### config.mk
export PLATFORM = sky130hd
export DESIGN_NAME = key_step_gen
export DESIGN_NICKNAME = d
export VERILOG_FILES = /design/src/rtl/key_step_gen.sv
export SDC_FILE = /design/constraint.sdc
export NUM_CORES = 1
export LEC_CHECK = 0
export ABC_AREA = 1
export CAP_MARGIN = 0
export CORE_UTILIZATION = 25
export CTS_CLUSTER_DIAMETER = 120
export DETAILED_ROUTE_END_ITERATION = 12
export GPL_ROUTABILITY_DRIVEN = 0
export PLACE_DENSITY_LB_ADDON = 0.1
export SLEW_MARGIN = 30
export SYNTH_ARGS = -nofsm -noshare
export SYNTH_HDL_FRONTEND = slang
export SYNTH_SLANG_ARGS = --single-unit
### constraint.sdc
create_clock -name clk -period 2.58 [get_ports clk]
set_input_delay 0.387 -clock clk [delete_from_list [all_inputs] [get_ports clk]]
set_output_delay 0.387 -clock clk [all_outputs]
set_load 0.1 [all_outputs]
### src/rtl/key_step_gen.sv
// key_step_gen: debounced push-button to single-cycle step pulse, with
// switch capture and a 2-bit field phase for the ALU operand input stage.
//
// Ports:
//   clk        system clock
//   rst        asynchronous active-high reset
//   key_raw    raw push-button level (asynchronous)
//   sw[15:0]   raw switch bank (asynchronous)
//   step       one-cycle pulse per accepted press (registered)
//   data[15:0] sw captured on the edge that raises step
//   phase[1:0] field index, increments on each step, wraps 3->0
//   key_level  debounced pressed level (HELD / REL_CHK)
//
// Optional feature macro: AUTOREPEAT_EN (auto-repeat steps while held).

module key_step_gen #(
    parameter int DEBOUNCE_CYCLES = 50000,
    parameter int CNT_W           = 20,
    parameter int KEY_ACTIVE_LOW  = 1,
    parameter int REPEAT_DELAY    = 500000,
    parameter int REPEAT_PERIOD   = 100000
) (
    input  logic        clk,
    input  logic        rst,
    input  logic        key_raw,
    input  logic [15:0] sw,
    output logic        step,
    output logic [15:0] data,
    output logic [1:0]  phase,
    output logic        key_level
);

    localparam logic KEY_REL_LVL = (KEY_ACTIVE_LOW != 0);
    localparam logic [CNT_W-1:0] DB_LAST = CNT_W'(DEBOUNCE_CYCLES - 1);
    localparam logic [CNT_W-1:0] CNT_ONE = CNT_W'(1);

    if (DEBOUNCE_CYCLES < 2 || REPEAT_DELAY < 1 || REPEAT_PERIOD < 1 ||
        (64'd1 << CNT_W) <= 64'(DEBOUNCE_CYCLES)) begin : g_param_err
        $error("key_step_gen: illegal parameter combination");
    end

    typedef enum logic [2:0] {
        ARM,
        IDLE,
        PRESS_CHK,
        HELD,
        REL_CHK
    } state_t;

    state_t            state;
    logic [CNT_W-1:0]  cnt;
    logic              key_m, key_q;
    logic [15:0]       sw_m, sw_q;
    logic              key_s;

    // Synchronisers idle at the released level so reset never looks
    // like a press.
    always_ff @(posedge clk or posedge rst) begin
        if (rst) begin
            key_m <= KEY_REL_LVL;
            key_q <= KEY_REL_LVL;
            sw_m  <= '0;
            sw_q  <= '0;
        end else begin
            key_m <= key_raw;
            key_q <= key_m;
            sw_m  <= sw;
            sw_q  <= sw_m;
        end
    end

    assign key_s = (key_q != KEY_REL_LVL);

`ifdef AUTOREPEAT_EN
    localparam logic [CNT_W-1:0] RD_LAST = CNT_W'(REPEAT_DELAY - 1);
    localparam logic [CNT_W-1:0] RP_LAST = CNT_W'(REPEAT_PERIOD - 1);

    // rcnt counts cycles in HELD; rfirst selects the initial delay
    // versus the steady repeat period.
    logic [CNT_W-1:0] rcnt;
    logic             rfirst;
    logic             rfire;

    assign rfire = (rcnt == (rfirst ? RD_LAST : RP_LAST));
`endif

    always_ff @(posedge clk or posedge rst) begin
        if (rst) begin
            state     <= ARM;
            cnt       <= '0;
            step      <= 1'b0;
            data      <= '0;
            phase     <= '0;
            key_level <= 1'b0;
`ifdef AUTOREPEAT_EN
            rcnt      <= '0;
            rfirst    <= 1'b1;
`endif
        end else begin
            step <= 1'b0;
            unique case (state)
                ARM: begin
                    if (key_s) begin
                        cnt <= '0;
                    end else if (cnt == DB_LAST) begin
                        state <= IDLE;
                        cnt   <= '0;
                    end else begin
                        cnt <= cnt + CNT_ONE;
                    end
                end
                IDLE: begin
                    if (key_s) begin
                        state <= PRESS_CHK;
                        cnt   <= '0;
                    end
                end
                PRESS_CHK: begin
                    if (!key_s) begin
                        state <= IDLE;
                    end else if (cnt == DB_LAST) begin
                        state     <= HELD;
                        key_level <= 1'b1;
                        step      <= 1'b1;
                        data      <= sw_q;
                        phase     <= phase + 2'd1;
                    end else begin
                        cnt <= cnt + CNT_ONE;
                    end
                end
                HELD: begin
                    if (!key_s) begin
                        state <= REL_CHK;
                        cnt   <= '0;
`ifdef AUTOREPEAT_EN
                        rcnt   <= '0;
                        rfirst <= 1'b1;
                    end else if (rfire) begin
                        rcnt   <= '0;
                        rfirst <= 1'b0;
                        step   <= 1'b1;
                        data   <= sw_q;
                        phase  <= phase + 2'd1;
                    end else begin
                        rcnt <= rcnt + CNT_ONE;
`endif
                    end
                end
                REL_CHK: begin
                    if (key_s) begin
                        state <= HELD;
                    end else if (cnt == DB_LAST) begin
                        state     <= IDLE;
                        key_level <= 1'b0;
                    end else begin
                        cnt <= cnt + CNT_ONE;
                    end
                end
                default: state <= ARM;
            endcase
        end
    end

endmodule

==> impl_metrics.env, run 1 <==
export IMPL_placed_cell_area_um2=4000
export IMPL_start_util=0.259
export IMPL_ctsResizeCount=0
export IMPL_internal_power_mw=2.35
export IMPL_grt_max_degree=31
export IMPL_cts_hold_buffers=0
export IMPL_avgSynthCellArea_um2=8.53
export IMPL_syn_inst=405
export IMPL_finClkSkew_ps=11.2
export IMPL_synthFlopType="dfrtp_1"
export IMPL_cp_arrival_ps=2150
export IMPL_layout_drive_gt1_share=0.141
export IMPL_antenna_left=0
export IMPL_critPathLaunchType="flop"
export IMPL_hold_viol=0
export IMPL_synth_most_common_cell="nand2_1"
export IMPL_wl_per_cell_um=12.6
export IMPL_ir_worst_vdd_mv=0.290
export IMPL_final_fill_count=1398
export IMPL_cts_setup_buffers=0
export IMPL_die_area_um2=14300
export IMPL_cts_sinks=77
export IMPL_post_route_util=0.323
export IMPL_stdcell_area_um2=4310
export IMPL_crit_fanout=15
export IMPL_syn_nets=425
export IMPL_setup_slack_ps=657
export IMPL_routed_wl_mm=7.94
export IMPL_area_delta_synth_final_pct=24.8
export IMPL_power_frac_seq=0.391
export IMPL_num_rows=42
export IMPL_relSlewSlack=0.612
export IMPL_clockBufferDepth=2
export IMPL_finalPower_mw=3.39
export IMPL_grt_usage=0.122
export IMPL_cp_cell_sequence="inv_1, nand2_1, nand3_1, nor2_4, buf_4, nand3_1, o21ai_1, nor2_1"
export IMPL_crit_top_cell="nand3_1"
export IMPL_crit_path_end_kind="flop"
export IMPL_overflow=0
export IMPL_cts_inserted_buffers=9
export IMPL_rsz0062_at_grt="false"
export IMPL_dieHeight_um=120
export IMPL_pin_count=39
export IMPL_yosys_area_top_type="dfrtp_1"
export IMPL_clk_latency_ps=340
export IMPL_min_path_type="flop to flop"
export IMPL_dieWidth_um=120
export IMPL_core_area_um2=13300
export IMPL_route_vias_total=2686
export IMPL_cts_max_level=3
export IMPL_cp_slowest_cell="dfstp_2"
export IMPL_async_flop_share=1.00
export IMPL_hpwlAfterDp_mm=5.56
export IMPL_p_sw_frac=0.308
export IMPL_leakage_nw=2.09
export IMPL_timing_setup_tns_ps=0
export IMPL_synth_edf_count=0
export IMPL_crit_type="flop to flop"
export IMPL_fin_nets=471
export IMPL_yosysUniqueCellTypes=29
export IMPL_drt_initial_drc_count=189
export IMPL_cap_violations=0
export IMPL_firstDrtPassIters=4
export IMPL_pwr_share_clk=0.398
export IMPL_grt_pass1_vias=2574
export IMPL_yosys_top_cells_area="dfrtp_1 (54%), nand2_1 (15%), nor2_1 (4.8%)"
export IMPL_powerDensity_nw_per_um2=787
export IMPL_synth_commonest_cells="nand2_1 (136), dfrtp_1 (75), nor2_1 (44)"
export IMPL_status="complete, no violations"
export IMPL_antenna_found_initial=0
export IMPL_cts_tree="done"
export IMPL_finalCritPeriodShare=0.746
export IMPL_cts_root_buf="clkbuf_16"
export IMPL_antenna_cells=0
export IMPL_clock_fmax_mhz=520
export IMPL_max_stage_delay_ps=730
export IMPL_via_per_inst=4.26
export IMPL_worst_pin_slew_ps=582
export IMPL_power_switching_mw=1.05
export IMPL_p_comb_frac=0.211
export IMPL_setup_viol=0
export IMPL_synth_top_area_share=0.543
export IMPL_clkSlewWorstSetupHoldPaths_ps=60
export IMPL_maxSlewViolCount=0
export IMPL_grt_first_pass_wirelength_mm=13.2
export IMPL_fin_crit_ps=1920
export IMPL_ys_ff_latch=77
export IMPL_pre_cts_slack_ps=605
export IMPL_required_ps=2810
export IMPL_drc=0
export IMPL_synth_seq_area_share=0.558
export IMPL_syn_cell_area_um2=3450
export IMPL_io_buffers=38
export IMPL_ys_warn_count=0
worst paths after layout:
check                              startpoint                  end  slack (ps)  depth (start not counted)
max                           key_q$_DFF_PP1_   cnt[8]$_DFFE_PP0P_         660                          8
min                        sw_m[14]$_DFF_PP0_   sw_q[14]$_DFF_PP0_         350                          0
max reg2reg                   key_q$_DFF_PP1_   cnt[8]$_DFFE_PP0P_         660                          8
min reg2reg                sw_m[14]$_DFF_PP0_   sw_q[14]$_DFF_PP0_         350                          0
max in group asynchronous                 rst   sw_q[10]$_DFF_PP0_        1580                          3
min in group asynchronous                 rst  cnt[10]$_DFFE_PP0P_         420                          2
flip-flops by register name, indices dropped and copies added (netlist names):
name and count:
cnt 20, data 16, key_level 1, key_m 1, key_q 1, phase 2, state 3, step 1
sw_m 16, sw_q 16
critical path, delay by kind of cell (launching register included):
kind            cells  cell delay, ps
buf+inv             2             340
simple gates        5             610
flops               1             730
compound gates      1             140
metal layers:
metal	global-route usage	vias up	wire (µm)
met5	0	-	0
met4	0.0688	0	175
met1	0.170	1241	4030
met2	0.175	55	3450
li1	-	1378	-
met3	0.0261	12	287
cell usage in the layout (no fill, tap or decap), types with 3 or more instances in the layout:
cell / instances
nand3_2: 4
nand2_2: 3
clkbuf_16: 9
clkdlybuf4s50_1: 18
buf_4: 24
inv_2: 4
nor2_1: 44
nand3_1: 30
nor3_1: 6
o21ai_0: 7
inv_1: 42
o21ai_1: 8
nand2_1: 136
xor2_1: 3
nand4_1: 18
dfrtp_1: 75
power by group through the flow:
stage	Combinational [mW]	Sequential (mW)	Clock, mW
finish	0.716	1.33	1.35
global route	0.797	1.33	1.45
CTS	0.717	1.32	1.39
detailed placement	0.714	1.35	0
global placement	0.709	1.35	0
floorplan	0.582	1.32	0
through the flow:
| stage | hold slack, ps | cells |
|---|---|---|
| after floorplan | 331 | 405 |
| after global placement | 332 | 616 |
| after detailed placement | 335 | 616 |
| after CTS | 347 | 631 |
| after global routing | 351 | 631 |
| final | 346 | 631 |
layout make-up:
type	instances	area (µm²)	area share
Sequential cell	77	1930	0.448
Multi-Input combinational cell	272	1280	0.297
Timing Repair Buffer	43	380	0.0882
Clock buffer	11	243	0.0563
Tap cell	176	220	0.0511
Inverter	48	184	0.0427
Clock inverter	4	72.6	0.0168
cells by family after synthesis:
| group | count (synthesis) | share of synthesized area |
|---|---|---|
| AOI/OAI and AO/OA | 19 | 0.0326 |
| xor gates and xnor gates | 3 | 0.00761 |
| adders and majority gates | 1 | 0.00362 |
| buffers and inverters | 56 | 0.0706 |
| DFF | 77 | 0.558 |
| and+or+nand+nor | 249 | 0.327 |
(Power assumes the default switching activity.)
==> inputs of run 2 (changes only) <==
clock period = 1.93 ns   (was 2.58 ns; I/O delays follow)
==> run 2 against run 1 <==
Register-to-register slack got worse by 500 ps. Hold slack got worse by 3.3 ps. Critical path depth rose by 2. Sequential share of layout area fell by 0.54 points. Fmax rose by 8.6%. Combinational power rose by 40%. Cell count rose by 1.4%.
==> impl_metrics.env, run 2 (synthesis results as in run 1) <==
export IMPL_status="complete, no violations"
export IMPL_route_vias_total=2683
export IMPL_overflow=0
export IMPL_leakage_nw=2.12
export IMPL_pin_count=39
export IMPL_dieHeight_um=120
export IMPL_antenna_cells=0
export IMPL_pre_cts_slack_ps=123
export IMPL_core_area_um2=13300
export IMPL_grt_max_degree=78
export IMPL_power_switching_mw=1.47
export IMPL_p_comb_frac=0.229
export IMPL_hpwlAfterDp_mm=5.37
export IMPL_worst_pin_slew_ps=414
export IMPL_cts_max_level=3
export IMPL_largest_reg_flops=20
export IMPL_powerDensity_nw_per_um2=1000
export IMPL_cp_arrival_ps=2010
export IMPL_finalCritPeriodShare=0.918
export IMPL_dp_cells=621
export IMPL_io_buffers=38
export IMPL_fin_cells=640
export IMPL_cts_inserted_buffers=9
export IMPL_grt_usage=0.124
export IMPL_fin_nets=479
export IMPL_regMostFlops="cnt"
export IMPL_post_route_util=0.327
export IMPL_relSlewSlack=0.724
export IMPL_hold_slack_ps=343
export IMPL_stdcell_area_um2=4370
export IMPL_ir_worst_vdd_mv=0.409
export IMPL_routed_wl_mm=7.78
export IMPL_start_util=0.259
export IMPL_cts_root_buf="clkbuf_16"
export IMPL_layout_drive_gt1_share=0.164
export IMPL_finClkSkew_ps=10.5
export IMPL_placed_cell_area_um2=4040
export IMPL_fin_crit_ps=1770
export IMPL_cts_tree="done"
export IMPL_clock_fmax_mhz=565
export IMPL_p_sw_frac=0.337
export IMPL_area_delta_synth_final_pct=26.4
export IMPL_clkSlewWorstSetupHoldPaths_ps=60
export IMPL_pwr_share_clk=0.367
export IMPL_grt_pass1_vias=2712
export IMPL_antenna_found_initial=0
export IMPL_top_layer_used="met4"
export IMPL_dieWidth_um=120
export IMPL_via_per_inst=4.19
export IMPL_finalPower_mw=4.37
export IMPL_firstDrtPassIters=4
export IMPL_crit_path_end_kind="flop"
export IMPL_clk_latency_ps=340
export IMPL_final_common_cell="nand2_1"
export IMPL_drt_initial_drc_count=130
export IMPL_maxSlewViolCount=0
export IMPL_mostFrequentLayoutCells="nand2_1 (136), dfrtp_1 (74), nor2_1 (44)"
export IMPL_die_area_um2=14300
export IMPL_antenna_left=0
export IMPL_cts_sinks=77
export IMPL_power_frac_seq=0.404
export IMPL_clockBufferDepth=2
export IMPL_num_rows=42
export IMPL_critPathLaunchType="flop"
export IMPL_setup_viol=0
export IMPL_wl_met1_mm=3.77
export IMPL_hold_viol=0
export IMPL_rsz0062_at_grt="false"
export IMPL_wl_met2_mm=3.57
export IMPL_drc=0
export IMPL_min_path_type="flop to flop"
export IMPL_wl_per_cell_um=12.2
export IMPL_grt_first_pass_wirelength_mm=13.6
export IMPL_internal_power_mw=2.90
export IMPL_routed_wl_met3_um=326
export IMPL_required_ps=2170
export IMPL_crit_type="flop to flop"
export IMPL_final_fill_count=1448
export IMPL_timing_setup_tns_ps=0
export IMPL_cap_violations=0
export IMPL_crit_fanout=19
export IMPL_setup_slack_ps=159
-- run 2: changes by cell type in the layout (fill, tap and decap cells not counted), sizes merged --
cell,previous run,this run
clkbuf,11,9
buf,25,33
inv,47,51
clkinvlp,1,2
bufinv,2,0
-- run 2: final cells by class --
type / instances / area (µm²) / share of cell area
multi-input combinational: 272 / 1290 / 0.297
sequential: 77 / 1930 / 0.442
tap: 176 / 220 / 0.0504
timing repair buffer: 51 / 453 / 0.104
inverter: 48 / 186 / 0.0427
clock buffer: 9 / 225 / 0.0516
clock inverter: 7 / 55.1 / 0.0126
-- run 2: worst paths after layout --
kind                                     from                  to  slack [ps]  cells past startpoint
min in group asynchronous                 rst  sw_m[13]$_DFF_PP0_         400                      3
hold / removal              sw_m[3]$_DFF_PP0_   sw_q[3]$_DFF_PP0_         340                      0
hold reg to reg             sw_m[3]$_DFF_PP0_   sw_q[3]$_DFF_PP0_         340                      0
setup reg to reg           cnt[0]$_DFFE_PP0P_  cnt[6]$_DFFE_PP0P_         160                     10
max in group asynchronous                 rst     key_q$_DFF_PP1_        1170                      3
setup / recovery           cnt[0]$_DFFE_PP0P_  cnt[6]$_DFFE_PP0P_         160                     10
-- run 2: what timing repair did --
action / in CTS / in global routing
hold buffers: 0 / 0
resized for setup: 0 / 3
hold endpoints to repair: 0 / 0
setup endpoints to repair: 0 / 14
buffers inserted: 0 / 3
-- run 2: per-layer routing --
layer	vias up	global-route usage
li1	1384	-
met1	1242	0.160
met2	47	0.197
met3	10	0.0380
met4	0	0.0445
met5	-	0
-- run 2: critical path, stage by stage (launching register included) --
cell and delay [ps]:
dfrtp_1 380, ha_1 240, nand3_2 170, nor2_2 230
nand4_4 200, nand2_8 150, inv_4 100, nand2_1 70
nand2_1 40, inv_1 40, nor2_1 30
-- run 2: power groups by stage --
stage          combinational (mW)  clock, mW  sequential, mW
2_1_floorplan               0.779          0            1.76
3_3_place_gp                 1.01          0            1.79
3_5_place_dp                 1.01          0            1.79
4_1_cts                      1.01       1.67            1.76
5_1_grt                      1.13       1.75            1.77
6_report                     1.00       1.61            1.77
